### config.mk
export PLATFORM = sky130hd
export DESIGN_NAME = svc_rv_mmio_uart_tx
export DESIGN_NICKNAME = d
export VERILOG_FILES = /design/src/rtl/svc_rv_mmio_uart_tx_pkg.sv /design/src/rtl/svc_sync_fifo.sv /design/src/rtl/svc_rv_mmio_uart_tx.sv
export SDC_FILE = /design/constraint.sdc
export NUM_CORES = 1
export LEC_CHECK = 0
export ABC_AREA = 0
export BUFFER_PORTS_ARGS = -buffer_cell sky130_fd_sc_hd__clkbuf_2
export CAP_MARGIN = 15
export CORE_AREA = 2 2 117 119
export DETAILED_ROUTE_END_ITERATION = 12
export DIE_AREA = 0 0 119 121
export PLACE_DENSITY_LB_ADDON = 0.1
export REMOVE_ABC_BUFFERS = 1
export SYNTH_ARGS = -nofsm -noshare
export SYNTH_HDL_FRONTEND = slang
export SYNTH_SLANG_ARGS = --single-unit
### constraint.sdc
create_clock -name clk -period 3 [get_ports clk]
set_input_delay 0.6 -clock clk [delete_from_list [all_inputs] [get_ports clk]]
set_output_delay 0.6 -clock clk [all_outputs]
set_load 0.01 [all_outputs]
### src/rtl/svc_rv_mmio_uart_tx_pkg.sv
// svc_rv_mmio_uart_tx_pkg
// Shared constants for the MMIO UART transmitter: register offsets (byte
// address bits [3:2]), STATUS bit positions and the transmit FSM states.
package svc_rv_mmio_uart_tx_pkg;

  localparam logic [1:0] REG_TXDATA   = 2'd0;
  localparam logic [1:0] REG_STATUS   = 2'd1;
  localparam logic [1:0] REG_DIVISOR  = 2'd2;
  localparam logic [1:0] REG_RESERVED = 2'd3;

  localparam int STATUS_BUSY      = 0;
  localparam int STATUS_FULL      = 1;
  localparam int STATUS_EMPTY     = 2;
  localparam int STATUS_OVERFLOW  = 3;
  localparam int STATUS_LEVEL_LSB = 8;

  typedef enum logic [1:0] {
    TX_IDLE  = 2'd0,
    TX_START = 2'd1,
    TX_DATA  = 2'd2,
    TX_STOP  = 2'd3
  } tx_state_t;

endpackage

### src/rtl/svc_sync_fifo.sv
// svc_sync_fifo
// Small synchronous first-word-fall-through FIFO used as the UART TX buffer.
// Only built when SVC_RV_MMIO_UART_TX_FIFO_EN is defined.
// Ports:
//   clk, rst     clock, asynchronous active-high reset
//   push, wdata  enqueue (ignored while full)
//   pop, rdata   dequeue (ignored while empty); rdata shows the head entry
//   full, empty  occupancy flags
//   count        number of stored entries, 0..DEPTH
// DEPTH must be a power of two so the pointers wrap naturally.
`ifdef SVC_RV_MMIO_UART_TX_FIFO_EN
module svc_sync_fifo #(
  parameter int DEPTH = 8,
  parameter int WIDTH = 8
) (
  input  logic                     clk,
  input  logic                     rst,
  input  logic                     push,
  input  logic [WIDTH-1:0]         wdata,
  input  logic                     pop,
  output logic [WIDTH-1:0]         rdata,
  output logic                     full,
  output logic                     empty,
  output logic [$clog2(DEPTH):0]   count
);
  localparam int AW = $clog2(DEPTH);

  logic [WIDTH-1:0] mem [DEPTH];
  logic [AW-1:0]    wptr;
  logic [AW-1:0]    rptr;
  logic             do_push;
  logic             do_pop;

  assign full    = (count == (AW+1)'(DEPTH));
  assign empty   = (count == '0);
  assign do_push = push && !full;
  assign do_pop  = pop && !empty;
  assign rdata   = mem[rptr];

  always_ff @(posedge clk or posedge rst) begin
    if (rst) begin
      wptr  <= '0;
      rptr  <= '0;
      count <= '0;
    end else begin
      if (do_push) wptr <= wptr + AW'(1);
      if (do_pop)  rptr <= rptr + AW'(1);
      case ({do_push, do_pop})
        2'b10:   count <= count + (AW+1)'(1);
        2'b01:   count <= count - (AW+1)'(1);
        default: count <= count;
      endcase
    end
  end

  // Storage needs no reset; the pointers define what is valid.
  always_ff @(posedge clk) begin
    if (do_push) mem[wptr] <= wdata;
  end

endmodule
`endif

### src/rtl/svc_rv_mmio_uart_tx.sv
// svc_rv_mmio_uart_tx
// MMIO UART transmitter (8N1) that answers reads with BRAM timing.
// Registers (addr[3:2]): 0 TXDATA (wo), 1 STATUS, 2 DIVISOR, 3 reserved.
// Ports:
//   clk, rst                      clock, asynchronous active-high reset
//   rd_en, rd_addr, rd_data       read strobe/address, registered read data
//   wr_en, wr_addr, wr_data, wr_strb  write strobe/address/data/byte enables
//   txd                           serial output, idle high
// Build option: SVC_RV_MMIO_UART_TX_FIFO_EN selects a FIFO_DEPTH-entry
// svc_sync_fifo; otherwise a single holding register buffers one byte.
module svc_rv_mmio_uart_tx
  import svc_rv_mmio_uart_tx_pkg::*;
#(
  parameter int          FIFO_DEPTH = 8,
  parameter logic [15:0] DIV_RESET  = 16'd868
) (
  input  logic        clk,
  input  logic        rst,
  input  logic        rd_en,
  input  logic [31:0] rd_addr,
  output logic [31:0] rd_data,
  input  logic        wr_en,
  input  logic [31:0] wr_addr,
  input  logic [31:0] wr_data,
  input  logic [3:0]  wr_strb,
  output logic        txd
);
  localparam int CNT_W = $clog2(FIFO_DEPTH) + 1;

  logic [1:0]       rd_sel;
  logic [1:0]       wr_sel;
  logic             txdata_wr;
  logic             status_clr;
  logic             divisor_wr;
  logic             push;
  logic             pop;
  logic             buf_full;
  logic             buf_empty;
  logic [CNT_W-1:0] level;
  logic [7:0]       head;
  logic             overflow;
  logic [15:0]      div_reg;
  logic [15:0]      div_merged;
  tx_state_t        state;
  logic [15:0]      cnt;
  logic [15:0]      div_lat;
  logic [7:0]       shift;
  logic [2:0]       bit_idx;
  logic [31:0]      rd_next;
  logic             unused_bits;

  assign unused_bits = &{1'b0, rd_addr[31:4], rd_addr[1:0], wr_addr[31:4],
                         wr_addr[1:0], wr_data[31:16], wr_strb[3:2]};

  assign rd_sel     = rd_addr[3:2];
  assign wr_sel     = wr_addr[3:2];
  assign txdata_wr  = wr_en && (wr_sel == REG_TXDATA) && wr_strb[0];
  assign status_clr = wr_en && (wr_sel == REG_STATUS) && wr_strb[0] && wr_data[3];
  assign divisor_wr = wr_en && (wr_sel == REG_DIVISOR) && (wr_strb[1:0] != 2'b00);

  // Fullness is the pre-cycle value, so a same-cycle pop never rescues a push.
  assign push = txdata_wr && !buf_full;

  // A frame starts either from idle or on the last stop-bit cycle of the
  // previous frame, which is what makes back-to-back frames gapless.
  assign pop = !buf_empty &&
               ((state == TX_IDLE) || ((state == TX_STOP) && (cnt == 16'd0)));

`ifdef SVC_RV_MMIO_UART_TX_FIFO_EN
  svc_sync_fifo #(
    .DEPTH(FIFO_DEPTH),
    .WIDTH(8)
  ) u_fifo (
    .clk  (clk),
    .rst  (rst),
    .push (push),
    .wdata(wr_data[7:0]),
    .pop  (pop),
    .rdata(head),
    .full (buf_full),
    .empty(buf_empty),
    .count(level)
  );
`else
  logic       hold_valid;
  logic [7:0] hold_byte;

  // push only happens while empty and pop only while full, so they never collide.
  always_ff @(posedge clk or posedge rst) begin
    if (rst) begin
      hold_valid <= 1'b0;
      hold_byte  <= 8'h00;
    end else if (push) begin
      hold_valid <= 1'b1;
      hold_byte  <= wr_data[7:0];
    end else if (pop) begin
      hold_valid <= 1'b0;
    end
  end

  assign buf_full  = hold_valid;
  assign buf_empty = !hold_valid;
  assign level     = CNT_W'(hold_valid);
  assign head      = hold_byte;
`endif

  // Sticky overflow; a drop in the same cycle as a clear keeps it set.
  always_ff @(posedge clk or posedge rst) begin
    if (rst) begin
      overflow <= 1'b0;
    end else if (txdata_wr && buf_full) begin
      overflow <= 1'b1;
    end else if (status_clr) begin
      overflow <= 1'b0;
    end
  end

  // Byte-lane merge of a divisor write; zero would stall the bit timer.
  always_comb begin
    div_merged = div_reg;
    if (wr_strb[0]) div_merged[7:0]  = wr_data[7:0];
    if (wr_strb[1]) div_merged[15:8] = wr_data[15:8];
  end

  always_ff @(posedge clk or posedge rst) begin
    if (rst) begin
      div_reg <= DIV_RESET;
    end else if (divisor_wr) begin
      div_reg <= (div_merged == 16'd0) ? 16'd1 : div_merged;
    end
  end

  // Transmit engine. cnt counts div_lat-1 down to 0 within each bit period;
  // txd is registered and changes together with the phase.
  always_ff @(posedge clk or posedge rst) begin
    if (rst) begin
      state   <= TX_IDLE;
      cnt     <= 16'd0;
      div_lat <= DIV_RESET;
      shift   <= 8'h00;
      bit_idx <= 3'd0;
      txd     <= 1'b1;
    end else if (pop) begin
      state   <= TX_START;
      shift   <= head;
      div_lat <= div_reg;
      cnt     <= div_reg - 16'd1;
      txd     <= 1'b0;
    end else begin
      case (state)
        TX_START: begin
          if (cnt == 16'd0) begin
            state   <= TX_DATA;
            cnt     <= div_lat - 16'd1;
            bit_idx <= 3'd0;
            txd     <= shift[0];
          end else begin
            cnt <= cnt - 16'd1;
          end
        end
        TX_DATA: begin
          if (cnt == 16'd0) begin
            cnt <= div_lat - 16'd1;
            if (bit_idx == 3'd7) begin
              state <= TX_STOP;
              txd   <= 1'b1;
            end else begin
              bit_idx <= bit_idx + 3'd1;
              shift   <= {1'b0, shift[7:1]};
              txd     <= shift[1];
            end
          end else begin
            cnt <= cnt - 16'd1;
          end
        end
        TX_STOP: begin
          if (cnt == 16'd0) begin
            state <= TX_IDLE;
          end else begin
            cnt <= cnt - 16'd1;
          end
        end
        default: state <= TX_IDLE;
      endcase
    end
  end

  always_comb begin
    rd_next = 32'h0;
    case (rd_sel)
      REG_STATUS: begin
        rd_next[STATUS_BUSY]               = (state != TX_IDLE);
        rd_next[STATUS_FULL]               = buf_full;
        rd_next[STATUS_EMPTY]              = buf_empty;
        rd_next[STATUS_OVERFLOW]           = overflow;
        rd_next[STATUS_LEVEL_LSB +: 8]     = 8'(level);
      end
      REG_DIVISOR:  rd_next[15:0] = div_reg;
      REG_TXDATA:   rd_next = 32'h0;
      REG_RESERVED: rd_next = 32'h0;
      default:      rd_next = 32'h0;
    endcase
  end

  // Registered read port; holds its value between reads.
  always_ff @(posedge clk or posedge rst) begin
    if (rst) begin
      rd_data <= 32'h0;
    end else if (rd_en) begin
      rd_data <= rd_next;
    end
  end

endmodule

# Yosys cells after proc, flatten, opt, wreduce, memory -nomap -nowiden

Index checks and enable logic that the tools add are counted.

Register bits after elaboration: 88

Bitwise gates (word level): 1
Muxes and demuxes: 33
$add $sub $neg: 4
Reduce and logical (&&, ||, !) cells: 34
Equal/unequal tests: 18

Operator list:

| kind                                                                  | number |
|---|---|
| 16-bit two-way mux                                                    | 4 |
| 8-bit two-way mux                                                     | 6 |
| 16-bit by 1-bit subtractor with 16-bit output, second input constant  | 3 |
| 16-bit logical NOT                                                    | 2 |
| 16-bit case mux with 2 select lines                                   | 1 |
| 8-bit case mux with 3 select lines                                    | 1 |
| 2-bit nonzero test                                                    | 7 |
| 3-bit inequality test, second input constant                          | 4 |
| 4-bit case mux with 3 select lines                                    | 1 |
| 1-bit logical AND                                                     | 11 |
| 2-bit equality test, second input constant                            | 5 |
| 2-bit two-way mux                                                     | 5 |
| 3-bit two-way mux                                                     | 3 |
| 1-bit two-way mux                                                     | 8 |
| 2-bit inequality test, second input constant                          | 4 |
| 2-bit by 1-bit equality test with 1-bit output, second input constant | 3 |
| 2-bit logical NOT                                                     | 3 |
| 2-bit case mux with 3 select lines                                    | 1 |
| 3-bit case mux with 2 select lines                                    | 1 |
| 3-bit AND reduction                                                   | 2 |
| 3-bit nonzero test                                                    | 2 |
| 5-bit AND reduction                                                   | 1 |
| 4-bit two-way mux                                                     | 1 |
| 4-bit AND reduction                                                   | 1 |
| other kinds (9)                                                       | 10 |

# Logic depth before layout (Yosys ltp)

Word-level depth: 6
Depth in mapped cells: 11

# Worst setup path after synthesis

Ideal clock, no wire load.

Path kind: register to register
Start point: register cnt[5]
End point: register shift[0]
Period minus slack after synthesis: 2,468 ps
Cell stages (with the launch flop): 9
Path slack: 532 ps
Setup time: 123 ps
Arrival time: 2,346 ps
Path buffers: 3
Cells stage by stage: dfrtp_1 -> or4_1 -> clkbuf_2 -> or4_4 -> buf_6 -> nor3b_4 -> buf_6 -> mux2i_1 -> o21ai_2

Word-level cells in the longest chain between the ends: 6
Elaborated cells between the ends (all ways): 9
Classes of those cells: 1 x eq/ne; 1 x mux; 7 x reduce/logical

Ends and longest elaborated chain:

| item                                                                  | RTL line                                              | RTL |
|---|---|---|
| from (decl)                                                           | svc_rv_mmio_uart_tx.sv:45                             | `logic [15:0] cnt;` |
| from (signal assigned)                                                | svc_rv_mmio_uart_tx.sv:147                            | `cnt <= div_reg - 16'd1;` |
| from (signal assigned)                                                | svc_rv_mmio_uart_tx.sv:154                            | `cnt <= div_lat - 16'd1;` |
| from (signal assigned)                                                | svc_rv_mmio_uart_tx.sv:158                            | `cnt <= cnt - 16'd1;` |
| 16-bit logical NOT (*)                                                | svc_rv_mmio_uart_tx.sv:67, svc_rv_mmio_uart_tx.sv:162 |  |
| 1-bit logical AND                                                     | svc_rv_mmio_uart_tx.sv:67                             | `((state == TX_IDLE) \|\| ((state == TX_STOP) && (cnt == 16'd0)));` |
| 1-bit logical OR                                                      | svc_rv_mmio_uart_tx.sv:67                             |  |
| 1-bit logical AND                                                     | svc_rv_mmio_uart_tx.sv:66                             | `assign pop = !buf_empty &&` |
| 2-bit inequality test (no line) or 2-bit nonzero test (tied branches) | -                                                     |  |
| 3-bit AND reduction (no line)                                         | -                                                     |  |
| to (signal assigned)                                                  | svc_rv_mmio_uart_tx.sv:169                            | `shift <= {1'b0, shift[7:1]};` |
| to (decl)                                                             | svc_rv_mmio_uart_tx.sv:47                             | `logic [7:0] shift;` |

Every way passes the cells marked *; elsewhere a longest branch is shown, timed or not.
A chain may end at the register's enable or synchronous reset.

# Worst setup path after layout

Start point: register cnt[0]
End point: register shift[4]

The elaborated chain is that of the path after synthesis.

==> results.json <==
{
  "congestion_overflow_gr": 0,
  "viasPerCell": 5.16,
  "num-fill-cells": 1342,
  "global_route_wire_length_before_repair_mm": 21.2,
  "cts-htree-levels": 3,
  "initial_utilization_pct": 39.4,
  "synth-main-ff-cell": "sky130_fd_sc_hd__dfrtp_1",
  "area_after_dpl_um2": 5500,
  "detail_route.drc_violations": 0,
  "critical_path_capture_point_type": "register",
  "synthDistinctLibCells": 56,
  "fp-row-count": 42,
  "total_leakage_power_nw": 2.50,
  "worst_ir_drop_vdd_mv": 0.272,
  "final_core_utilization_pct": 44.1,
  "layout.cells.most_common": "sky130_fd_sc_hd__nand2_1",
  "max_cap_viol_count": 0,
  "drive_above_1_share_pct": 19.1,
  "synth.largest_area_cell": "sky130_fd_sc_hd__dfrtp_1",
  "detail_route.wirelength_mm": 12.5,
  "proportion_of_synthesized_area_in_mux_cells_pct": 7.72,
  "layout_common_cells": "sky130_fd_sc_hd__nand2_1 (97), sky130_fd_sc_hd__dfrtp_1 (77), sky130_fd_sc_hd__nor2_1 (49), sky130_fd_sc_hd__clkbuf_2 (42), sky130_fd_sc_hd__a21oi_1 (36)",
  "criticalPathCategory": "register to register",
  "core_area_um2": 13100,
  "clock_buffer_count_from_cts": 9,
  "clock_latency_on_the_worst_skew_pair_ns": 0.34,
  "grt_antenna_before_repair": 0,
  "multi_input_comb_area_um2": 2630,
  "finalCritPeriodShare_pct": 90.1,
  "synth_adder_area_share_pct": 2.43,
  "run_status": "finished, final reports clean",
  "synth_warnings": 0,
  "sequential_share_of_the_synthesized_area_pct": 43.0,
  "ios": 137,
  "max_freq_mhz": 370,
  "vias_in_the_first_global_route": 4037,
  "hpwl_mm": 9.30,
  "register_to_register_setup_slack_ns": 0.30,
  "startpoint_type": "register",
  "synth_async_sr_flop_share_pct": 100,
  "floorplan.die_area_um2": 14400,
  "pwr_density_cell_nw_per_um2": 865,
  "clkSlewWorstSetupHoldPaths_ns": 0.07,
  "fin_area_um2": 5770,
  "antennaDiodeCount": 0,
  "critPathMaxFanout": 15,
  "worst-endpoint-arrival_ns": 2.94,
  "synth_top_family_by_area": "simple AND/OR/NAND/NOR gates",
  "cts-resized-gates": 0,
  "drt_pre_antenna_iters": 4,
  "drt_iter0_drc": 233,
  "final_antenna_net_count": 0,
  "slew-limit-headroom_pct": 52.9,
  "r2r-end": "shift[4]",
  "timing_max_transition_violations_final": 0,
  "wire_per_inst_um": 15.7,
  "area.growth.synth_to_final_pct": 12.0,
  "dr_total_vias": 4115,
  "finalSetupTns_ns": 0,
  "ffs_latches_synth": 88,
  "synthCells": 584,
  "cts_tree": "done",
  "hold_class": "primary input to async pin",
  "fraction_of_the_mapped_netlist_area_in_compound_gates_pct": 13.2,
  "floorplan.die.width_um": 119,
  "cts.repair_timing.setup_buffer_count": 0,
  "cts_num_sinks": 88,
  "tightestPinTransition_ns": 0.704,
  "holdBufCountCts": 0,
  "die_h_um": 121,
  "groute.usage.overall_pct": 18.6,
  "fin_crit_ns": 2.70,
  "fin_skew_ns": 0.00653,
  "rr_worst_depth": 8,
  "grt_max_degree": 47,
  "synth_top_area_share_pct": 37.4,
  "post_synth_and_or_nand_nor_area_fraction_pct": 21.5,
  "synth_xor_area_share_pct": 4.93,
  "final-seq-area_um2": 2220,
  "finalHoldViolCount": 0,
  "required_time_of_the_worst_setup_path_ns": 3.23,
  "synth-edff-count": 0,
  "ranking_of_synthesized_cells_by_area": "sky130_fd_sc_hd__dfrtp_1 (37%), sky130_fd_sc_hd__nand2_1 (7.1%), sky130_fd_sc_hd__dfstp_2 (5.6%), sky130_fd_sc_hd__mux2_2 (4.8%), sky130_fd_sc_hd__nor2_1 (3.6%)",
  "synth.cell_area_um2": 5160,
  "critical_path.reg2reg.startpoint": "cnt[0]",
  "gpl.final_weighted_congestion": 0.856,
  "syn_area_per_cell_um2": 8.83,
  "finalSetupViolations": 0,
  "cts_root_buf": "sky130_fd_sc_hd__clkbuf_16",
  "io_buffers": 42,
  "clock_tree.buffer_depth": 2,
  "grt_setup_unrepaired": "no",
  "finalNetCount": 731
}
[metrics by stage]
stage	hold slack [ns]	cells	setup WS [ns]	total power, W
3_5_place_dp	0.447	782	0.324	0.00393
2_1_floorplan	0.433	550	-0.760	0.00331
4_1_cts	0.149	798	0.310	0.00502
3_3_place_gp	0.450	782	0.359	0.00389
5_1_grt	0.163	798	0.188	0.00538
6_report	0.148	798	0.298	0.00500
[layer usage]
layer / share of wire [%] / track usage [%] / routed length [µm]
met5: 0 / 0 / 0
met4: 1.3 / 6.10 / 167
met3: 2.9 / 2.73 / 363
met2: 46 / 29.7 / 5800
met1: 50 / 25.9 / 6210
[layout make-up]
cell class,instances,share of cell area (%)
Multi-Input combinational cell,436,45.6
Sequential cell,88,38.4
Timing Repair Buffer,56,5.68
Clock buffer,9,3.90
Tap cell,176,3.81
Inverter,26,1.71
Clock inverter,7,0.910
[cells in the mapped netlist (all sizes together), types with 14 or more instances]
master  count
buf        23
xnor2      16
nor4       14
clkbuf     26
o21ai      37
a21oi      36
nand2      97
nor3       19
nor2       49
dfrtp      77
mux2i      15
mux2       22
inv        26
[critical path: stages, from the launching register on]
cell and delay, ns:
sky130_fd_sc_hd__dfrtp_1 0.45, sky130_fd_sc_hd__inv_1 0.11, sky130_fd_sc_hd__ha_1 0.24, sky130_fd_sc_hd__or3b_2 0.47
sky130_fd_sc_hd__or4_4 0.57, sky130_fd_sc_hd__nor3b_4 0.20, sky130_fd_sc_hd__buf_4 0.23, sky130_fd_sc_hd__mux2i_1 0.25
sky130_fd_sc_hd__o21ai_2 0.06
[worst max path at each step]
stage                       from       end  slack (ns)  cells past startpoint
after floorplan           cnt[4]   cnt[13]       -0.76                      5
after global placement    cnt[0]  shift[6]        0.36                      8
after detailed placement  cnt[0]  shift[4]        0.32                      8
after CTS                 cnt[0]  shift[4]        0.31                      8
after global routing      cnt[0]  shift[2]        0.19                      8
final                     cnt[0]  shift[4]        0.30                      8
[cells by family after synthesis]
logic type / after synthesis
flip-flops: 88
XOR/XNOR: 29
other: 1
buffers and inverters: 75
AND/OR/NAND/NOR: 233
multiplexers: 37
adder cells (fa/ha/maj): 10
AO/OA/AOI/OAI: 111
[power by group]
part / switching [W] / internal [W] / total (W)
Sequential: 0.000448 / 0.00161 / 0.00206
Clock: 0.000502 / 0.000571 / 0.00107
Combinational: 0.00106 / 0.000803 / 0.00186
No activity file was read; power rests on OpenSTA's default activity.
